[src/rtl/data_mem_arbiter.sv]
// data_mem_arbiter: shares the single-port data RAM between the MIPS core
// (requester 0) and the external loader/debug port (requester 1).
// Round-robin arbitration, a three-state transaction FSM (IDLE -> CMD -> RESP),
// and translation of MIPS data-segment byte addresses into RAM word indices.
//
// Handshake (both requesters): a requester raises req together with a stable
// command (we/addr/wdata) and holds all of them until it samples ack=1. On the
// edge that ends the ack cycle it either drops req or presents its next command.
// A req still high in the following IDLE cycle is a new transaction. ack is a
// one-cycle pulse, and rdata/err are meaningful only while ack=1.
module data_mem_arbiter #(
    parameter logic [31:0] BASE_ADDR    = 32'h1001_0000,
    parameter int          MEMORY_DEPTH = 1024,
    parameter int          AW           = $clog2(MEMORY_DEPTH)
) (
    input  logic          clk,
    input  logic          reset,
    // core load/store path
    input  logic          cpu_req,
    input  logic          cpu_we,
    input  logic [31:0]   cpu_addr,
    input  logic [31:0]   cpu_wdata,
    output logic          cpu_ack,
    output logic [31:0]   cpu_rdata,
    output logic          cpu_err,
    // external loader/debug path
    input  logic          ext_req,
    input  logic          ext_we,
    input  logic [31:0]   ext_addr,
    input  logic [31:0]   ext_wdata,
    output logic          ext_ack,
    output logic [31:0]   ext_rdata,
    output logic          ext_err,
    // data RAM port
    output logic [AW-1:0] mem_addr,
    output logic [31:0]   mem_wdata,
    output logic          mem_we,
    output logic          mem_re,
    input  logic [31:0]   mem_rdata,
    // status
    output logic          busy,
    output logic [1:0]    dbgState
);

    typedef enum logic [1:0] {
        IDLE = 2'd0,
        CMD  = 2'd1,
        RESP = 2'd2
    } stateT;

    // One byte past the last RAM word; the window is [BASE_ADDR, LIMIT_ADDR).
    localparam logic [31:0] WINDOW_BYTES = 32'(4 * MEMORY_DEPTH);
    localparam logic [31:0] LIMIT_ADDR   = BASE_ADDR + WINDOW_BYTES;

    stateT       state;
    logic        lastWinExt;   // 1 = ext won the last grant, so cpu is favoured next
    logic        grantExt;     // winner of the transaction in flight
    logic        errLatched;   // in-flight access was out of window or misaligned

    logic        pickExt;
    logic        selWe;
    logic [31:0] selAddr;
    logic [31:0] selWdata;
    logic        selOk;
    logic [AW-1:0] selIdx;
    logic [31:0] respData;

    // Arbitration and address decode of the candidate command seen in IDLE
    always_comb begin
        pickExt  = 1'b0;
        if (ext_req && (!cpu_req || !lastWinExt)) begin
            pickExt = 1'b1;
        end
        selWe    = pickExt ? ext_we    : cpu_we;
        selAddr  = pickExt ? ext_addr  : cpu_addr;
        selWdata = pickExt ? ext_wdata : cpu_wdata;
        selOk    = (selAddr[1:0] == 2'b00) &&
                   (selAddr >= BASE_ADDR) &&
                   (selAddr < LIMIT_ADDR);
        selIdx   = AW'((selAddr - BASE_ADDR) >> 2);
    end

    // Read data to hand back; mem_re is only ever high for a valid read
    always_comb begin
        respData = 32'h0;
        if (mem_re) begin
            respData = mem_rdata;
        end
    end

    // Transaction FSM with all outputs registered
    always_ff @(posedge clk or posedge reset) begin
        if (reset) begin
            state      <= IDLE;
            lastWinExt <= 1'b1;
            grantExt   <= 1'b0;
            errLatched <= 1'b0;
            cpu_ack    <= 1'b0;
            cpu_rdata  <= 32'h0;
            cpu_err    <= 1'b0;
            ext_ack    <= 1'b0;
            ext_rdata  <= 32'h0;
            ext_err    <= 1'b0;
            mem_addr   <= '0;
            mem_wdata  <= 32'h0;
            mem_we     <= 1'b0;
            mem_re     <= 1'b0;
            busy       <= 1'b0;
        end else begin
            case (state)
                IDLE: begin
                    if (cpu_req || ext_req) begin
                        grantExt   <= pickExt;
                        lastWinExt <= pickExt;
                        errLatched <= !selOk;
                        mem_addr   <= selOk ? selIdx : '0;
                        mem_wdata  <= selWdata;
                        mem_we     <= selOk && selWe;
                        mem_re     <= selOk && !selWe;
                        busy       <= 1'b1;
                        state      <= CMD;
                    end
                end
                CMD: begin
                    // strobes last exactly this one cycle; capture the read data now
                    mem_we <= 1'b0;
                    mem_re <= 1'b0;
                    if (grantExt) begin
                        ext_ack   <= 1'b1;
                        ext_err   <= errLatched;
                        ext_rdata <= respData;
                    end else begin
                        cpu_ack   <= 1'b1;
                        cpu_err   <= errLatched;
                        cpu_rdata <= respData;
                    end
                    state <= RESP;
                end
                RESP: begin
                    // no arbitration here; a waiting request is seen in the next IDLE
                    cpu_ack   <= 1'b0;
                    cpu_err   <= 1'b0;
                    cpu_rdata <= 32'h0;
                    ext_ack   <= 1'b0;
                    ext_err   <= 1'b0;
                    ext_rdata <= 32'h0;
                    busy      <= 1'b0;
                    state     <= IDLE;
                end
                default: begin
                    mem_we <= 1'b0;
                    mem_re <= 1'b0;
                    busy   <= 1'b0;
                    state  <= IDLE;
                end
            endcase
        end
    end

    assign dbgState = state;

    // Memory strobes belong to CMD only and never overlap
    always @(posedge clk) begin
        if (!reset) begin
            assert (!mem_we || state == CMD) else $error("mem_we outside CMD");
            assert (!(mem_we && mem_re)) else $error("mem_we and mem_re together");
            assert (!(cpu_ack && ext_ack)) else $error("both acks high");
        end
    end

endmodule
[config.mk]
export PLATFORM = sky130hd
export DESIGN_NAME = data_mem_arbiter
export DESIGN_NICKNAME = d
export VERILOG_FILES = /design/src/rtl/data_mem_arbiter.sv
export SDC_FILE = /design/constraint.sdc
export NUM_CORES = 1
export LEC_CHECK = 0
export ABC_AREA = 1
export BUFFER_PORTS_ARGS = -buffer_cell sky130_fd_sc_hd__buf_4
export CAP_MARGIN = 10
export CORE_UTILIZATION = 45
export DETAILED_ROUTE_END_ITERATION = 8
export GPL_TIMING_DRIVEN = 0
export PLACE_DENSITY = 0.91
export SLEW_MARGIN = 20
export SYNTH_ARGS = -nofsm -noshare
export SYNTH_HDL_FRONTEND = slang
export SYNTH_SLANG_ARGS = --single-unit
[constraint.sdc]
create_clock -name clk -period 4.9 [get_ports clk]
set_clock_uncertainty 0.2 [all_clocks]
set_input_delay 0.98 -clock clk [delete_from_list [all_inputs] [get_ports clk]]
set_output_delay 0.98 -clock clk [all_outputs]
set_load 0.02 [all_outputs]
==> out/results.env, run 1 <==
CTSROOTBUFFERMASTER='sky130_fd_sc_hd__clkbuf_16'
GP_CONGESTION=0.884
DRIVE_GT1_SHARE_PCT=47.6
SYNTH_TOP_AREA_SHARE_PCT=55.3
WORST-ENDPOINT-REQUIRED_NS=3.72
FINAL_ANTENNA_NET_COUNT=0
LAYOUT.NETS=1018
DETAILEDROUTE.FIRSTPASSITERATIONCOUNT=4
INSERTION_DELAY_OF_THE_LATER_CLOCKED_PIN_IN_THE_WORST_SKEW_PAIR_NS=0.40
YOSYSMOSTFREQUENTCELL='sky130_fd_sc_hd__dfrtp_1'
H_TREE_LEVELS=4
PLACE.DETAILED.HPWL_MM=12.3
DP.CELLS=976
VIAS_PER_CELL=5.00
LAYOUT.CORE_UTILIZATION_PCT=71.6
FLOORPLAN.CORE_AREA_UM2=11400
SYNTHARSTFLOPSHARE_PCT=100
SYNTH_SEQ_CELLS=118
VDD_IR_DROP_MAX_uV=226
OUTCOME='finished, final reports clean'
CLKTRANSATPATHREGS_NS=0.05
CRITPATHMAXSTAGEDELAY_NS=0.46
IO-PIN-COUNT=281
WIRE_PER_INST_UM=16.4
CLOCK_TREE_FROM_TRITONCTS='yes'
CELLLEAKAGEPOWER_nW=4.56
CRIT_TYPE='flip-flop to output pin'
POSTSYNTHCELLCOUNT=552
PATH_BUF_INV=1
POST_CTS.REPAIR.SETUP_BUFFERS=0
FINAL.PERIOD_UTILIZATION_PCT=45.3
CP_CELL_SEQUENCE='buf_4'
FINAL_CELL_COUNT_NO_FILL=1006
POSTSYNTHAREAPERCELL_UM2=9.59
POSTCTSRESIZEDCELLS=0
MAXIMUM_FANOUT_ALONG_THE_WORST_PATH=5
DETAIL_ROUTE.DRC_VIOLATIONS=0
ANTENNA_FOUND_INITIAL=0
POST_SYNTH_MOST_FREQUENT_CELLS='sky130_fd_sc_hd__dfrtp_1, sky130_fd_sc_hd__nand2_1, sky130_fd_sc_hd__nor2_1'
CTS.PATH.MAX_BUFFERS=2
VIA_COUNT_OF_THE_FIRST_GLOBAL_ROUTING_PASS=5108
YS_SEQ_AREA_SHARE_PCT=55.8
POSTLAYOUTCELLAREA_UM2=8180
SYNTH_AREA_LEADERS='sky130_fd_sc_hd__dfrtp_1, sky130_fd_sc_hd__mux2_2, sky130_fd_sc_hd__nand2_1'
CRITPATHSLOWESTCELL='sky130_fd_sc_hd__dfrtp_1'
PIN_COUNT_OF_THE_BIGGEST_NET_ENTERING_GLOBAL_ROUTING=67
CTSHOLDBUFFERS=0
DIE_AREA_UM2=12200
MAXSLEWVIOLCOUNT=0
FP-ROW-COUNT=39
HOLDCRITPATHCLASS='flip-flop to flip-flop'
FLOORPLAN.DIE.WIDTH_UM=110
PWR_DENSITY_CELL_nW_PER_UM2=471
PERIOD_MINUS_SLACK_NS=2.22
START_UTIL_PCT=46.4
ROUTED_WL_MM=16.5
MAPPEDNETLISTAREA_UM2=5300
GRT_OVERFLOW=0
CRITPATHARRIVALTIME_NS=1.04
DRT_ITER0_MARKERS=306
CTS_BUFFERS=17
GLOBAL_ROUTE_WIRE_LENGTH_BEFORE_REPAIR_MM=25.9
GRT_SETUP_UNREPAIRED='no'
INSERTEDDIODECOUNT=0
PLACEDINSTANCEAREA_UM2=7610
WORST_PATH_TOP_CELL_FAMILY_BY_DELAY='flip-flops'
SYNTH_ENABLE_FLOP_CELLS=0
SYNTH_CELL_TYPES=24
POSTSYNTHNETCOUNT=718
FLOORPLAN.DIE.HEIGHT_UM=110
PLACE.PORT_BUFFERS=280
WORST-SLEW-PIN-TRANSITION_NS=0.560
POST-LAYOUT-TOTAL-POWER_mW=3.85
SETUP.WORST_PATH.END_CLASS='output pin'
SYNTH.YOSYS.WARNINGS=0
DRV.MAX_CAP_VIOLATION_COUNT=0
SLEW_HEADROOM_PCT=62.7
SYN_TO_FINAL_GROWTH_PCT=54.5
FINAL-HOLD-VIOLATION-COUNT=0
CTS_NUM_SINKS=118
FINAL-SETUP-VIOL-COUNT=0
VIAS=5025
CRIT_PATH_START_KIND='flip-flop'
YS.FLOP_TYPE='sky130_fd_sc_hd__dfrtp_1'
POST-SYNTH-TOP-AREA-CELL='sky130_fd_sc_hd__dfrtp_1'
TIMING.FMAX_MHz=451
TOTAL_ROUTING_USAGE_GR_PCT=27.5
==> through the flow <==
step / TNS (ns) / setup WS [ns] / hold WS, ns
after floorplan: 0 / 0.593 / 0.251
after global placement: -76.48 / -0.667 / 0.265
after detailed placement: 0 / 2.43 / 0.266
after CTS: 0 / 2.67 / 0.282
after global routing: 0 / 2.63 / 0.294
final: 0 / 2.68 / 0.282
==> final timing paths <==
kind / startpoint / slack (ns) / to / depth (start not counted)
setup / recovery: dbgState[1] / 2.68 / dbgState[1] / 1
hold / removal: lastWinExt / 0.28 / lastWinExt / 2
max in group asynchronous: reset / 3.33 / lastWinExt / 3
min in group asynchronous: reset / 0.43 / mem_wdata[15] / 2
hold reg to reg: lastWinExt / 0.28 / lastWinExt / 2
setup reg to reg: lastWinExt / 3.02 / mem_wdata[9] / 6
==> sequential cells by signal, summed over array words and instances, names as in the netlist <==
| register | cells |
|---|---|
| errLatched | 1 |
| lastWinExt | 1 |
| mem_wdata | 32 |
| ext_rdata | 32 |
| ext_ack | 1 |
| mem_re | 1 |
| cpu_ack | 1 |
| mem_addr | 10 |
| cpu_rdata | 32 |
| busy | 1 |
| cpu_err | 1 |
| mem_we | 1 |
| dbgState | 2 |
| ext_err | 1 |
| grantExt | 1 |
==> power by group <==
part	internal [mW]	total [mW]	switching, mW
Sequential	1.15	1.26	0.105
Clock	0.755	1.19	0.435
Combinational	0.599	1.41	0.807
Total	2.50	3.85	1.35
==> logic make-up after synthesis <==
kind of cell,count (synthesis),share of synthesized area [%]
AND/OR/NAND/NOR,221,16.6
multiplexers,64,13.6
flip-flops,118,55.8
buffers and inverters,75,6.83
AO/OA/AOI/OAI,74,7.18
==> layout make-up <==
| class | count | area [um2] |
|---|---|---|
| Fill cell | 850 | 3240 |
| Sequential cell | 118 | 2950 |
| Timing Repair Buffer | 281 | 2130 |
| Multi-Input combinational cell | 359 | 1980 |
| Clock buffer | 18 | 439 |
| Inverter | 47 | 184 |
| Buffer | 28 | 183 |
| Tap cell | 143 | 179 |
| Clock inverter | 12 | 131 |
==> routing by layer <==
layer / track usage (%) / up-vias / wire length [um]
met5: 0 / - / 0
met4: 8.44 / 0 / 341
met3: 7.24 / 33 / 1120
met2: 52.2 / 239 / 8980
met1: 29.3 / 2386 / 6070
li1: - / 2367 / -
==> placed cells by master (no fill, tap or decap), types with 4 or more instances in the layout <==
cell,n
sky130_fd_sc_hd__dfrtp_1,117
sky130_fd_sc_hd__nand2_1,106
sky130_fd_sc_hd__buf_2,11
sky130_fd_sc_hd__clkbuf_16,17
sky130_fd_sc_hd__o21ai_1,55
sky130_fd_sc_hd__clkbuf_1,5
sky130_fd_sc_hd__buf_6,5
sky130_fd_sc_hd__mux2_2,63
sky130_fd_sc_hd__buf_4,287
sky130_fd_sc_hd__inv_1,43
sky130_fd_sc_hd__nand3_1,19
sky130_fd_sc_hd__clkinvlp_4,4
sky130_fd_sc_hd__nor2_1,88
sky130_fd_sc_hd__o21ai_0,15
Power figures use the tool's default switching activity.
==> run 2, diff against run 1 <==
--- a/config.mk
+++ b/config.mk
@@ -8,10 +8,10 @@
 export ABC_AREA = 1
 export BUFFER_PORTS_ARGS = -buffer_cell sky130_fd_sc_hd__buf_4
 export CAP_MARGIN = 10
-export CORE_UTILIZATION = 45
+export CORE_UTILIZATION = 41
 export DETAILED_ROUTE_END_ITERATION = 8
 export GPL_TIMING_DRIVEN = 0
-export PLACE_DENSITY = 0.91
+export PLACE_DENSITY = 0.88
 export SLEW_MARGIN = 20
 export SYNTH_ARGS = -nofsm -noshare
 export SYNTH_HDL_FRONTEND = slang
==> constraint.sdc (replaced) <==
create_clock -name clk -period 1.9 [get_ports clk]
set_clock_uncertainty 0.2 [all_clocks]
set_input_delay 0.38 -clock clk [delete_from_list [all_inputs] [get_ports clk]]
set_output_delay 0.38 -clock clk [all_outputs]
set_load 0.02 [all_outputs]
==> run 2 against run 1 <==
Compared with the run above:
- first-iteration DRC count down 21%
- clock power rose to 2.6 times the previous value
- critical path type is now flip-flop to flip-flop
- count of clock-buffer cells in the layout is 2 higher
- utilization shrank 5.5 points
- critical path depth increased by 7
- wire length is 1.9% higher
- largest cell class unchanged
- largest power group unchanged
- highest routed layer unchanged
==> out/results.env, run 2 (synthesis results as in run 1) <==
OUTCOME='finished, final reports clean'  # unchanged
TIMING.HOLD.WS_NS=0.0232  # was 0.282 ns
DETAIL_ROUTE.DRC_VIOLATIONS=0  # unchanged
FP-ROW-COUNT=41  # was 39
INSERTEDDIODECOUNT=0  # unchanged
ANTENNA_FOUND_INITIAL=0  # unchanged
WIRE_PER_INST_UM=16.1  # was 16.4 um
FLOORPLAN.DIE.HEIGHT_UM=116  # was 110 um
DRT_ITER0_MARKERS=243  # was 306
VIA_COUNT_OF_THE_FIRST_GLOBAL_ROUTING_PASS=5011  # was 5108
FINAL_CELL_COUNT_NO_FILL=1045  # was 1006
SYN_TO_FINAL_GROWTH_PCT=57.7  # was 54.5%
CLKTRANSATPATHREGS_NS=0.06  # was 0.05 ns
SLEW_HEADROOM_PCT=63.5  # was 62.7%
CRITPATHARRIVALTIME_NS=1.97  # was 1.04 ns
PIN_COUNT_OF_THE_BIGGEST_NET_ENTERING_GLOBAL_ROUTING=33  # was 67
CTS_BUFFERS=17  # unchanged
VDD_IR_DROP_MAX_uV=855  # was 226 uV
RR_ENDPOINT='mem_addr[1]'  # was mem_wdata[9]
VIAS_PER_CELL=4.81  # was 5.00
MOSTFREQUENTLAYOUTCELLS='sky130_fd_sc_hd__buf_4, sky130_fd_sc_hd__dfrtp_1, sky130_fd_sc_hd__nand2_1'  # unchanged
WORST-R2R-CELL-COUNT=8  # was 6
WORST-ENDPOINT-REQUIRED_NS=2.05  # was 3.72 ns
START_UTIL_PCT=42.0  # was 46.4%
CRIT_START='dbgState[1]'  # unchanged
PLACEDINSTANCEAREA_UM2=7700  # was 7610 um2
FLOORPLAN.DIE.WIDTH_UM=116  # was 110 um
CP-ENDPOINT='mem_addr[1]'  # was dbgState[1]
FIN_SETUP_TNS_NS=0  # unchanged
GLOBAL_ROUTE_WIRE_LENGTH_BEFORE_REPAIR_MM=25.2  # was 25.9 mm
MAXIMUM_FANOUT_ALONG_THE_WORST_PATH=10  # was 5
GP_CONGESTION=0.855  # was 0.884
LARGEST_REGISTERS='cpu_rdata (32), ext_rdata (32), mem_wdata (32)'  # unchanged
PWR_DENSITY_CELL_nW_PER_UM2=1200  # was 471 nW/um2
WORST-R2R-SETUP-SLACK_NS=0.08  # was 3.02 ns
IO-PIN-COUNT=281  # unchanged
FLOORPLAN.CORE_AREA_UM2=12600  # was 11400 um2
LAYOUT.CORE_UTILIZATION_PCT=66.2  # was 71.6%
FINAL_ANTENNA_NET_COUNT=0  # unchanged
CRIT_TYPE='flip-flop to flip-flop'  # was flip-flop to output pin
DRV.MAX_CAP_VIOLATION_COUNT=0  # unchanged
HOLDCRITPATHCLASS='input port to flip-flop'  # was flip-flop to flip-flop
PLACE.PORT_BUFFERS=280  # unchanged
GRT_OVERFLOW=0  # unchanged
H_TREE_LEVELS=4  # unchanged
ROUTED_WL_MM=16.8  # was 16.5 mm
PERIOD_MINUS_SLACK_NS=1.82
CLOCK_TREE_FROM_TRITONCTS='yes'  # unchanged
DETAILEDROUTE.FIRSTPASSITERATIONCOUNT=4  # unchanged
SETUP.WORST_PATH.END_CLASS='flip-flop'  # was output pin
DRIVE_GT1_SHARE_PCT=48.5  # was 47.6%
CELLLEAKAGEPOWER_nW=4.63  # was 4.56 nW
CRIT_PATH_START_KIND='flip-flop'  # unchanged
TOTAL_ROUTING_USAGE_GR_PCT=25.4  # was 27.5%
WORST_R2R_START='dbgState[1]'  # was lastWinExt
FINAL-SETUP-VIOL-COUNT=0  # unchanged
FINAL_COMMON_CELL='sky130_fd_sc_hd__buf_4'  # unchanged
WORST-SLEW-PIN-TRANSITION_NS=0.548  # was 0.560 ns
WORST_SLACK_NS=0.0803  # was 2.68 ns
POSTLAYOUTCELLAREA_UM2=8350  # was 8180 um2
VIAS=5026  # was 5025
INSERTION_DELAY_OF_THE_LATER_CLOCKED_PIN_IN_THE_WORST_SKEW_PAIR_NS=0.41  # was 0.40 ns
FINAL.PERIOD_UTILIZATION_PCT=95.8
POST-LAYOUT-TOTAL-POWER_mW=10.0  # was 3.85 mW
POST-PLACE-WS_NS=0.0128  # was 2.43 ns
DIE_AREA_UM2=13400  # was 12200 um2
MAXSLEWVIOLCOUNT=0  # unchanged
TIMING.FMAX_MHz=550
LAYOUT.NETS=1026  # was 1018
FINAL-HOLD-VIOLATION-COUNT=0  # unchanged
WORSTHOLDSTART='ext_wdata[18]'  # was lastWinExt
PLACE.DETAILED.HPWL_MM=12.6  # was 12.3 mm
DP.CELLS=1008  # was 976
CTS.PATH.MAX_BUFFERS=2  # unchanged
CTSROOTBUFFERMASTER='sky130_fd_sc_hd__clkbuf_16'  # unchanged
CTS_NUM_SINKS=118  # unchanged
[run 2: cell types whose count changed in the layout (fill, tap and decap cells not counted), moves of 3 or more]
cell                       delta
sky130_fd_sc_hd__buf_2        -4
sky130_fd_sc_hd__buf_4        +3
sky130_fd_sc_hd__clkbuf_4     +4
sky130_fd_sc_hd__buf_12       +3
sky130_fd_sc_hd__clkbuf_2     +3
[run 2: worst min path at each step]
stage | end | slack, ns | cells past startpoint
2_1_floorplan | lastWinExt | 0.25 | 2
3_3_place_gp | lastWinExt | 0.26 | 2
3_5_place_dp | ext_rdata[21] | 0.24 | 2
4_1_cts | mem_wdata[10] | 0.01 | 3
5_1_grt | mem_wdata[6] | 0.02 | 3
6_report | mem_wdata[18] | 0.02 | 3
[run 2: final cells by class]
| cell class | instances | area, um2 |
|---|---|---|
| fillers | 1001 | 4270 |
| flip-flops and latches | 118 | 2960 |
| repair buffers | 289 | 2230 |
| multi-input cells | 359 | 1990 |
| clock buffers | 20 | 447 |
| well taps | 172 | 215 |
| plain buffers | 28 | 203 |
| inverters | 47 | 183 |
| clock inverters | 12 | 130 |
[run 2: repair_timing]
item / in CTS / in global routing
resized for setup: 1 / 15
hold buffers: 1 / 0
setup buffers: 0 / 3
hold endpoints to repair: 13 / 0
cloned: 0 / 1
setup endpoints to repair: 3 / 93
[run 2: critical path, cell delays in order (launching register included)]
cell and delay [ns]:
sky130_fd_sc_hd__dfrtp_2 0.45, sky130_fd_sc_hd__or2_1 0.27, sky130_fd_sc_hd__a21oi_4 0.17, sky130_fd_sc_hd__buf_4 0.14, sky130_fd_sc_hd__nand2_1 0.07, sky130_fd_sc_hd__nor2_4 0.13
sky130_fd_sc_hd__buf_6 0.15, sky130_fd_sc_hd__nand3_1 0.10, sky130_fd_sc_hd__nand2_1 0.07
[run 2: report_power, final]
| part | switching [mW] | internal, mW | total (mW) |
|---|---|---|---|
| clock network | 1.12 | 1.96 | 3.07 |
| registers | 0.268 | 2.97 | 3.24 |
| logic | 2.12 | 1.62 | 3.74 |
[run 2: layer usage]
metal  vias to the layer above  track usage, %  wire length (um)
met5                         -               0                 0
met3                        38            8.32              1270
li1                       2395               -                 -
met4                         0            10.7               395
met2                       227            48.0              9120
met1                      2366            25.6              6040
